**src/rtl/noc_pkt_framer.sv**
```systemverilog
`default_nettype none
// ============================================================================
// Module   : noc_pkt_framer
// Purpose  : Store-and-forward NOC packet framer. Buffers each incoming
//            packet, counts its flits and re-emits it with a length header
//            flit prepended.
// Revision : 1.0 - initial release
// ----------------------------------------------------------------------------
// Ports
//   CLK            in   clock, all state on rising edge
//   RST            in   asynchronous active-high reset
//   pi_enq__ENA    in   input flit valid/commit
//   pi_enq__RDY    out  framer can accept a flit this cycle
//   pi_enq_v       in   input flit data (WIDTH)
//   pi_enq_last    in   input flit ends packet
//   po_first__RDY  out  output flit available
//   po_first       out  output flit data (WIDTH)
//   po_first_last  out  output flit ends framed packet
//   po_deq__ENA    in   consumer takes current output flit
//   po_deq__RDY    out  same as po_first__RDY
//   oversize       out  sticky: a packet was truncated
//   pkt_count      out  framed packets fully emitted (wraps)
// ============================================================================
module noc_pkt_framer #(
   parameter int WIDTH     = 128,
   parameter int DEPTH     = 16,
   parameter int LDEPTH    = 4,
   parameter int LEN_WIDTH = 16,
   parameter int TRUNCATE  = 1
) (
   input  logic                 CLK,
   input  logic                 RST,
   input  logic                 pi_enq__ENA,
   output logic                 pi_enq__RDY,
   input  logic [WIDTH-1:0]     pi_enq_v,
   input  logic                 pi_enq_last,
   output logic                 po_first__RDY,
   output logic [WIDTH-1:0]     po_first,
   output logic                 po_first_last,
   input  logic                 po_deq__ENA,
   output logic                 po_deq__RDY,
   output logic                 oversize,
   output logic [LEN_WIDTH-1:0] pkt_count
);

   localparam int c_AW  = $clog2(DEPTH);
   localparam int c_LAW = $clog2(LDEPTH);
   localparam logic [c_AW:0]          c_DONE     = (c_AW+1)'(1);
   localparam logic [c_LAW:0]         c_LONE     = (c_LAW+1)'(1);
   localparam logic [c_LAW:0]         c_LTWO     = (c_LAW+1)'(2);
   localparam logic [LEN_WIDTH-1:0]   c_LEN_ONE  = LEN_WIDTH'(1);
   localparam logic [LEN_WIDTH-1:0]   c_LEN_TWO  = LEN_WIDTH'(2);
   localparam logic [LEN_WIDTH-1:0]   c_LAST_CNT = LEN_WIDTH'(DEPTH-1);

   typedef enum logic [1:0] {
      S_IDLE = 2'd0,
      S_HDR  = 2'd1,
      S_BODY = 2'd2
   } state_t;

   // storage and pointers (pointer MSB is the wrap bit)
   logic [WIDTH-1:0]     r_dmem [DEPTH];
   logic [LEN_WIDTH-1:0] r_lmem [LDEPTH];
   logic [c_AW:0]        r_dwr, r_drd;
   logic [c_LAW:0]       r_lwr, r_lrd;
   logic [LEN_WIDTH-1:0] r_in_cnt;
   logic                 r_drop;
   logic                 r_oversize;

   state_t               r_state;
   logic [LEN_WIDTH-1:0] r_rem;
   logic                 r_po_rdy;
   logic [WIDTH-1:0]     r_po_data;
   logic                 r_po_last;
   logic [LEN_WIDTH-1:0] r_pkt_count;

   logic                 w_dfull, w_lfull, w_lempty;
   logic [c_LAW:0]       w_lcount;
   logic [c_AW:0]        w_drd_nxt;
   logic [c_LAW:0]       w_lrd_nxt;
   logic                 w_acc, w_wr, w_trunc, w_lpush, w_dpop, w_lpop;
   logic [LEN_WIDTH-1:0] w_plen;
   logic [LEN_WIDTH-1:0] w_lhead;

   assign w_dfull  = (r_dwr[c_AW] != r_drd[c_AW]) && (r_dwr[c_AW-1:0] == r_drd[c_AW-1:0]);
   assign w_lfull  = (r_lwr[c_LAW] != r_lrd[c_LAW]) && (r_lwr[c_LAW-1:0] == r_lrd[c_LAW-1:0]);
   assign w_lempty = (r_lwr == r_lrd);
   assign w_lcount = r_lwr - r_lrd;
   assign w_drd_nxt = r_drd + c_DONE;
   assign w_lrd_nxt = r_lrd + c_LONE;

   // While dropping the tail of a truncated packet nothing is stored, so the
   // input stays open regardless of FIFO occupancy.
   assign pi_enq__RDY = !RST && (r_drop || (!w_dfull && !w_lfull));

   assign w_acc   = pi_enq__ENA && pi_enq__RDY;
   assign w_wr    = w_acc && !r_drop;
   assign w_trunc = (TRUNCATE != 0) && (r_in_cnt == c_LAST_CNT) && !pi_enq_last;
   assign w_lpush = w_wr && (pi_enq_last || w_trunc);
   assign w_plen  = r_in_cnt + c_LEN_ONE;
   assign w_lhead = r_lmem[r_lrd[c_LAW-1:0]];

   assign w_dpop  = (r_state == S_BODY) && po_deq__ENA;
   assign w_lpop  = w_dpop && (r_rem == c_LEN_ONE);

   // ---------------------------------------------------------------------
   // FIFO storage (no reset needed; validity is tracked by the pointers)
   // ---------------------------------------------------------------------
   always_ff @(posedge CLK) begin
      if (w_wr)
         r_dmem[r_dwr[c_AW-1:0]] <= pi_enq_v;
      if (w_lpush)
         r_lmem[r_lwr[c_LAW-1:0]] <= w_plen;
   end

   // ---------------------------------------------------------------------
   // Input side: write pointers, flit counter, truncation/drop control
   // ---------------------------------------------------------------------
   always_ff @(posedge CLK or posedge RST) begin
      if (RST) begin
         r_dwr      <= '0;
         r_lwr      <= '0;
         r_in_cnt   <= '0;
         r_drop     <= 1'b0;
         r_oversize <= 1'b0;
      end else begin
         if (w_wr)
            r_dwr <= r_dwr + c_DONE;
         if (w_lpush)
            r_lwr <= r_lwr + c_LONE;
         if (w_acc) begin
            if (r_drop) begin
               if (pi_enq_last)
                  r_drop <= 1'b0;
            end else if (w_lpush) begin
               r_in_cnt <= '0;
               if (w_trunc) begin
                  r_drop     <= 1'b1;
                  r_oversize <= 1'b1;
               end
            end else begin
               r_in_cnt <= w_plen;
            end
         end
      end
   end

   // ---------------------------------------------------------------------
   // Output state machine. Outputs are registered, so each transition loads
   // the flit that will be presented in the next state. The IDLE->HDR move
   // also looks at a length being pushed this cycle, which puts the header
   // on the output the cycle after the last input flit is accepted.
   // ---------------------------------------------------------------------
   always_ff @(posedge CLK or posedge RST) begin
      if (RST) begin
         r_state     <= S_IDLE;
         r_drd       <= '0;
         r_lrd       <= '0;
         r_rem       <= '0;
         r_po_rdy    <= 1'b0;
         r_po_data   <= '0;
         r_po_last   <= 1'b0;
         r_pkt_count <= '0;
      end else begin
         if (w_dpop)
            r_drd <= w_drd_nxt;
         if (w_lpop)
            r_lrd <= w_lrd_nxt;
         case (r_state)
            S_IDLE: begin
               if (!w_lempty) begin
                  r_state   <= S_HDR;
                  r_po_rdy  <= 1'b1;
                  r_po_data <= WIDTH'(w_lhead);
                  r_po_last <= 1'b0;
               end else if (w_lpush) begin
                  r_state   <= S_HDR;
                  r_po_rdy  <= 1'b1;
                  r_po_data <= WIDTH'(w_plen);
                  r_po_last <= 1'b0;
               end
            end
            S_HDR: begin
               if (po_deq__ENA) begin
                  r_state   <= S_BODY;
                  r_rem     <= w_lhead;
                  r_po_data <= r_dmem[r_drd[c_AW-1:0]];
                  r_po_last <= (w_lhead == c_LEN_ONE);
               end
            end
            S_BODY: begin
               if (po_deq__ENA) begin
                  if (r_rem == c_LEN_ONE) begin
                     r_pkt_count <= r_pkt_count + c_LEN_ONE;
                     r_po_last   <= 1'b0;
                     // the entry being popped is the current packet's length
                     if (w_lcount >= c_LTWO) begin
                        r_state   <= S_HDR;
                        r_po_data <= WIDTH'(r_lmem[w_lrd_nxt[c_LAW-1:0]]);
                     end else if (w_lpush) begin
                        r_state   <= S_HDR;
                        r_po_data <= WIDTH'(w_plen);
                     end else begin
                        r_state   <= S_IDLE;
                        r_po_rdy  <= 1'b0;
                        r_po_data <= '0;
                     end
                  end else begin
                     r_rem     <= r_rem - c_LEN_ONE;
                     r_po_data <= r_dmem[w_drd_nxt[c_AW-1:0]];
                     r_po_last <= (r_rem == c_LEN_TWO);
                  end
               end
            end
            default: begin
               r_state  <= S_IDLE;
               r_po_rdy <= 1'b0;
            end
         endcase
      end
   end

   assign po_first__RDY = r_po_rdy;
   assign po_deq__RDY   = r_po_rdy;
   assign po_first      = r_po_data;
   assign po_first_last = r_po_last;
   assign oversize      = r_oversize;
   assign pkt_count     = r_pkt_count;

endmodule
`default_nettype wire

```
**config.mk**
```make
export PLATFORM = sky130hd
export DESIGN_NAME = noc_pkt_framer
export DESIGN_NICKNAME = d
export VERILOG_FILES = /design/src/rtl/noc_pkt_framer.sv
export SDC_FILE = /design/constraint.sdc
export NUM_CORES = 2
export LEC_CHECK = 0
export CORE_ASPECT_RATIO = 0.9
export CORE_MARGIN = 3
export CORE_UTILIZATION = 65
export CTS_CLUSTER_DIAMETER = 150
export DETAILED_ROUTE_END_ITERATION = 16
export DONT_BUFFER_PORTS = 1
export PLACE_DENSITY = 0.9
export SYNTH_ARGS = -nofsm -noshare
export SYNTH_HDL_FRONTEND = slang
export SYNTH_SLANG_ARGS = --single-unit
```
**constraint.sdc**
```tcl
create_clock -name CLK -period 18.9 [get_ports CLK]
set_input_delay 4.725 -clock CLK [delete_from_list [all_inputs] [get_ports CLK]]
set_output_delay 4.725 -clock CLK [all_outputs]
set_load 0.005 [all_outputs]
```
==> flow_metrics.py <==
metrics = {
    "global_route": {
        "grt_pass1_vias": 68700,
        "overflow": 0,
        "antenna_found_initial": 13,
        "globalRouteTotalUtil": 0.414,
        "grt_pass1_wl_um": 496000,
        "grt_start_max_net_pins": 164,
    },
    "floorplan": {
        "initial_core_util": 0.658,
        "num_rows": 139,
        "core_um2": 160000,
        "die_h_um": 388,
        "die_w_um": 431,
        "die_area_um2": 167000,
        "ios": 282,
    },
    "sta": {
        "fin_tns_setup_ns": 0,
        "setup_viol": 0,
        "fin_crit_sh": 0.507,
        "drv_slew": 0,
        "skew_ns": 0.0838,
        "fmax_mhz": 104,
        "relSlewSlack": 0.0631,
        "finalCriticalPeriod_ns": 9.58,
        "hold_ws_ns": 0.498,
        "finalHoldViolations": 0,
        "rsz0062_at_grt": "false",
        "tightest_slew_ns": 1.40,
    },
    "critical_path": {
        "cp-end-kind": "primary output",
        "crit_arrival_ns": 4.85,
        "cpPeakStageDelay_ns": 0.13,
        "cp_top_family": "simple AND/OR/NAND/NOR gates",
        "path_cells": "nor2_1",
        "start_kind": "input pin",
        "path_max_fanout": 3,
        "worstSetupPathType": "input pin to primary output",
        "path_buf_inv": 0,
        "cp.required_ns": 14.18,
        "cp_slowest_cell": "nor2_1",
    },
    "detailed_routing": {
        "drt_iter0_drc": 13800,
        "drcViolationCount": 0,
        "wl_per_cell_um": 44.2,
        "vias_per_cell": 8.70,
        "wirelength_um": 343000,
        "antenna_left": 0,
        "firstDrtPassIters": 9,
        "vias": 67500,
    },
    "cts": {
        "post_cts_buffers": 0,
        "h-tree-depth": 4,
        "cts_resized": 0,
        "clkSinkCount": 2310,
        "clock-root-buffer": "clkbuf_16",
        "clock_latency_ns": 0.91,
        "numCtsBuffers": 213,
        "tritoncts": "built",
        "clock_path_buffers": 3,
        "cts.clk_slew.worst_paths_ns": 0.06,
        "hold_buffers": 0,
    },
    "final_layout": {
        "drive_gt1_frac": 0.288,
        "nets": 5609,
        "layout_common_cells": "edfxtp_1 (2112), mux4_2 (1154), nand2_1 (683)",
        "post-route-util": 0.714,
        "final_common_cell": "edfxtp_1",
        "area_delta_synth_final_pct": 8.57,
    },
    "worst_hold_path": {
        "hp-class": "flip-flop to flip-flop",
    },
    "run_status": {
        "status": "completed",
    },
    "power": {
        "power_density_nw_per_um2": 169,
        "vdd_ir_drop_max_uv": 305,
        "p_leak_uw": 0.0365,
    },
    "synthesis": {
        "yosysTopAreaCellShare": 0.601,
        "synthSimpleGateAreaFrac": 0.0443,
        "async_flop_share": 0.0857,
        "synth_area_leader_cell": "edfxtp_1",
        "synthTopCellsByArea": "edfxtp_1 (60%), mux4_2 (25%), dfrtp_1 (4.7%), nand2_1 (2.4%), nand3_1 (1.2%)",
        "netlist_area_um2": 105000,
        "syn_area_per_cell_um2": 18.9,
        "yosys_warnings": 0,
        "ys.flop_type": "edfxtp_1",
        "synthMuxAreaShare": 0.253,
        "ys_seq_area_frac": 0.648,
        "synth_xor_area_frac": 0.00445,
        "synth-compound-area-share": 0.0280,
        "synth_edf_count": 2112,
        "synth_top_family_by_area": "multiplexers",
        "syn-num-nets": 5732,
        "ys_types": 71,
        "synthCells": 5577,
        "synthAdderAreaFrac": 0.00268,
        "ys_ff_latch": 2310,
    },
    "place": {
        "hpwl_um": 168000,
        "port-buffer-count": 0,
        "place.gp.congestion": 0.845,
    },
    "run": {
        "drv_cap": 0,
    },
}
[sequential cells by signal, summed over array words and instances, names as in the netlist, 2 cells and up]
name       cells
r_drd          5
po_first     128
r_lmem        64
r_state        2
r_dwr          5
r_dmem      2048
r_lrd          3
r_in_cnt      16
r_lwr          3
r_rem         16
pkt_count     16
[through the flow]
step                      total power (uW)  cell area, um2  instances  setup slack [ns]
final                                19300          115000       7766              9.32
after global routing                 19700          114000       7756              9.31
after CTS                            19000          114000       7756              9.32
after detailed placement             14200          107000       7354              9.32
after global placement               13800          107000       7354              9.31
after floorplan                      12100          105000       5577              3.71
[power breakdown]
group / switching (uW) / internal [uW] / total [uW]
Sequential: 315 / 5940 / 6250
Combinational: 5060 / 3470 / 8530
Clock: 2080 / 2440 / 4520
[layout make-up]
cell class | instances | area (um2)
Inverter | 25 | 101
Sequential cell | 2310 | 68400
Tap cell | 2115 | 2650
Timing Repair Buffer | 96 | 883
Clock inverter | 131 | 1300
Antenna cell | 10 | 25.0
Fill cell | 7998 | 45800
Clock buffer | 271 | 5850
Multi-Input combinational cell | 2808 | 35300
[synth_stat cells, types with 6 or more instances]
cell type	count
nor2_1	57
and3_1	16
buf_4	10
o21ai_0	100
clkbuf_1	217
nand4_1	13
nor4_1	9
ha_1	21
a211oi_1	23
nand3_1	245
a21oi_1	36
buf_6	8
o22ai_1	6
o2111ai_1	7
dfrtp_1	198
inv_1	24
o31ai_1	7
buf_2	135
nor3_1	15
edfxtp_1	2112
buf_1	64
nand2b_1	11
a2111oi_0	14
o221a_1	7
a31oi_1	6
mux4_2	1154
xor2_1	19
nor2b_1	13
o211ai_1	18
a32oi_1	112
o21ai_1	48
nand2_1	683
mux2i_1	65
xnor2_1	32
mux2_2	7
[cells by family after synthesis]
kind of cell,after synthesis
and+or+nand+nor,1087
xor gates and xnor gates,52
AOI/OAI and AO/OA,420
buffers and inverters,459
muxes,1227
DFF,2310
adders and majority gates,22
[metal layers]
metal / vias to the layer above / routed length [um] / GRT usage
met1: 33200 / 98200 / 0.510
met3: 2317 / 56700 / 0.149
met4: 10 / 28900 / 0.258
li1: 23200 / - / -
met2: 8852 / 159000 / 0.634
met5: - / 45 / 0
[worst paths after layout]
kind,start,endpoint,slack (ns),cells after the start
min,pkt_count[15],pkt_count[15],0.50,1
max reg2reg,r_drd[0],po_first[97],12.44,8
min in group asynchronous,RST,pkt_count[9],3.87,1
max in group asynchronous,RST,po_first[56],13.48,2
max,RST,pi_enq__RDY,9.32,1
min reg2reg,pkt_count[15],pkt_count[15],0.50,1
No activity file was read; power rests on OpenSTA's default activity.
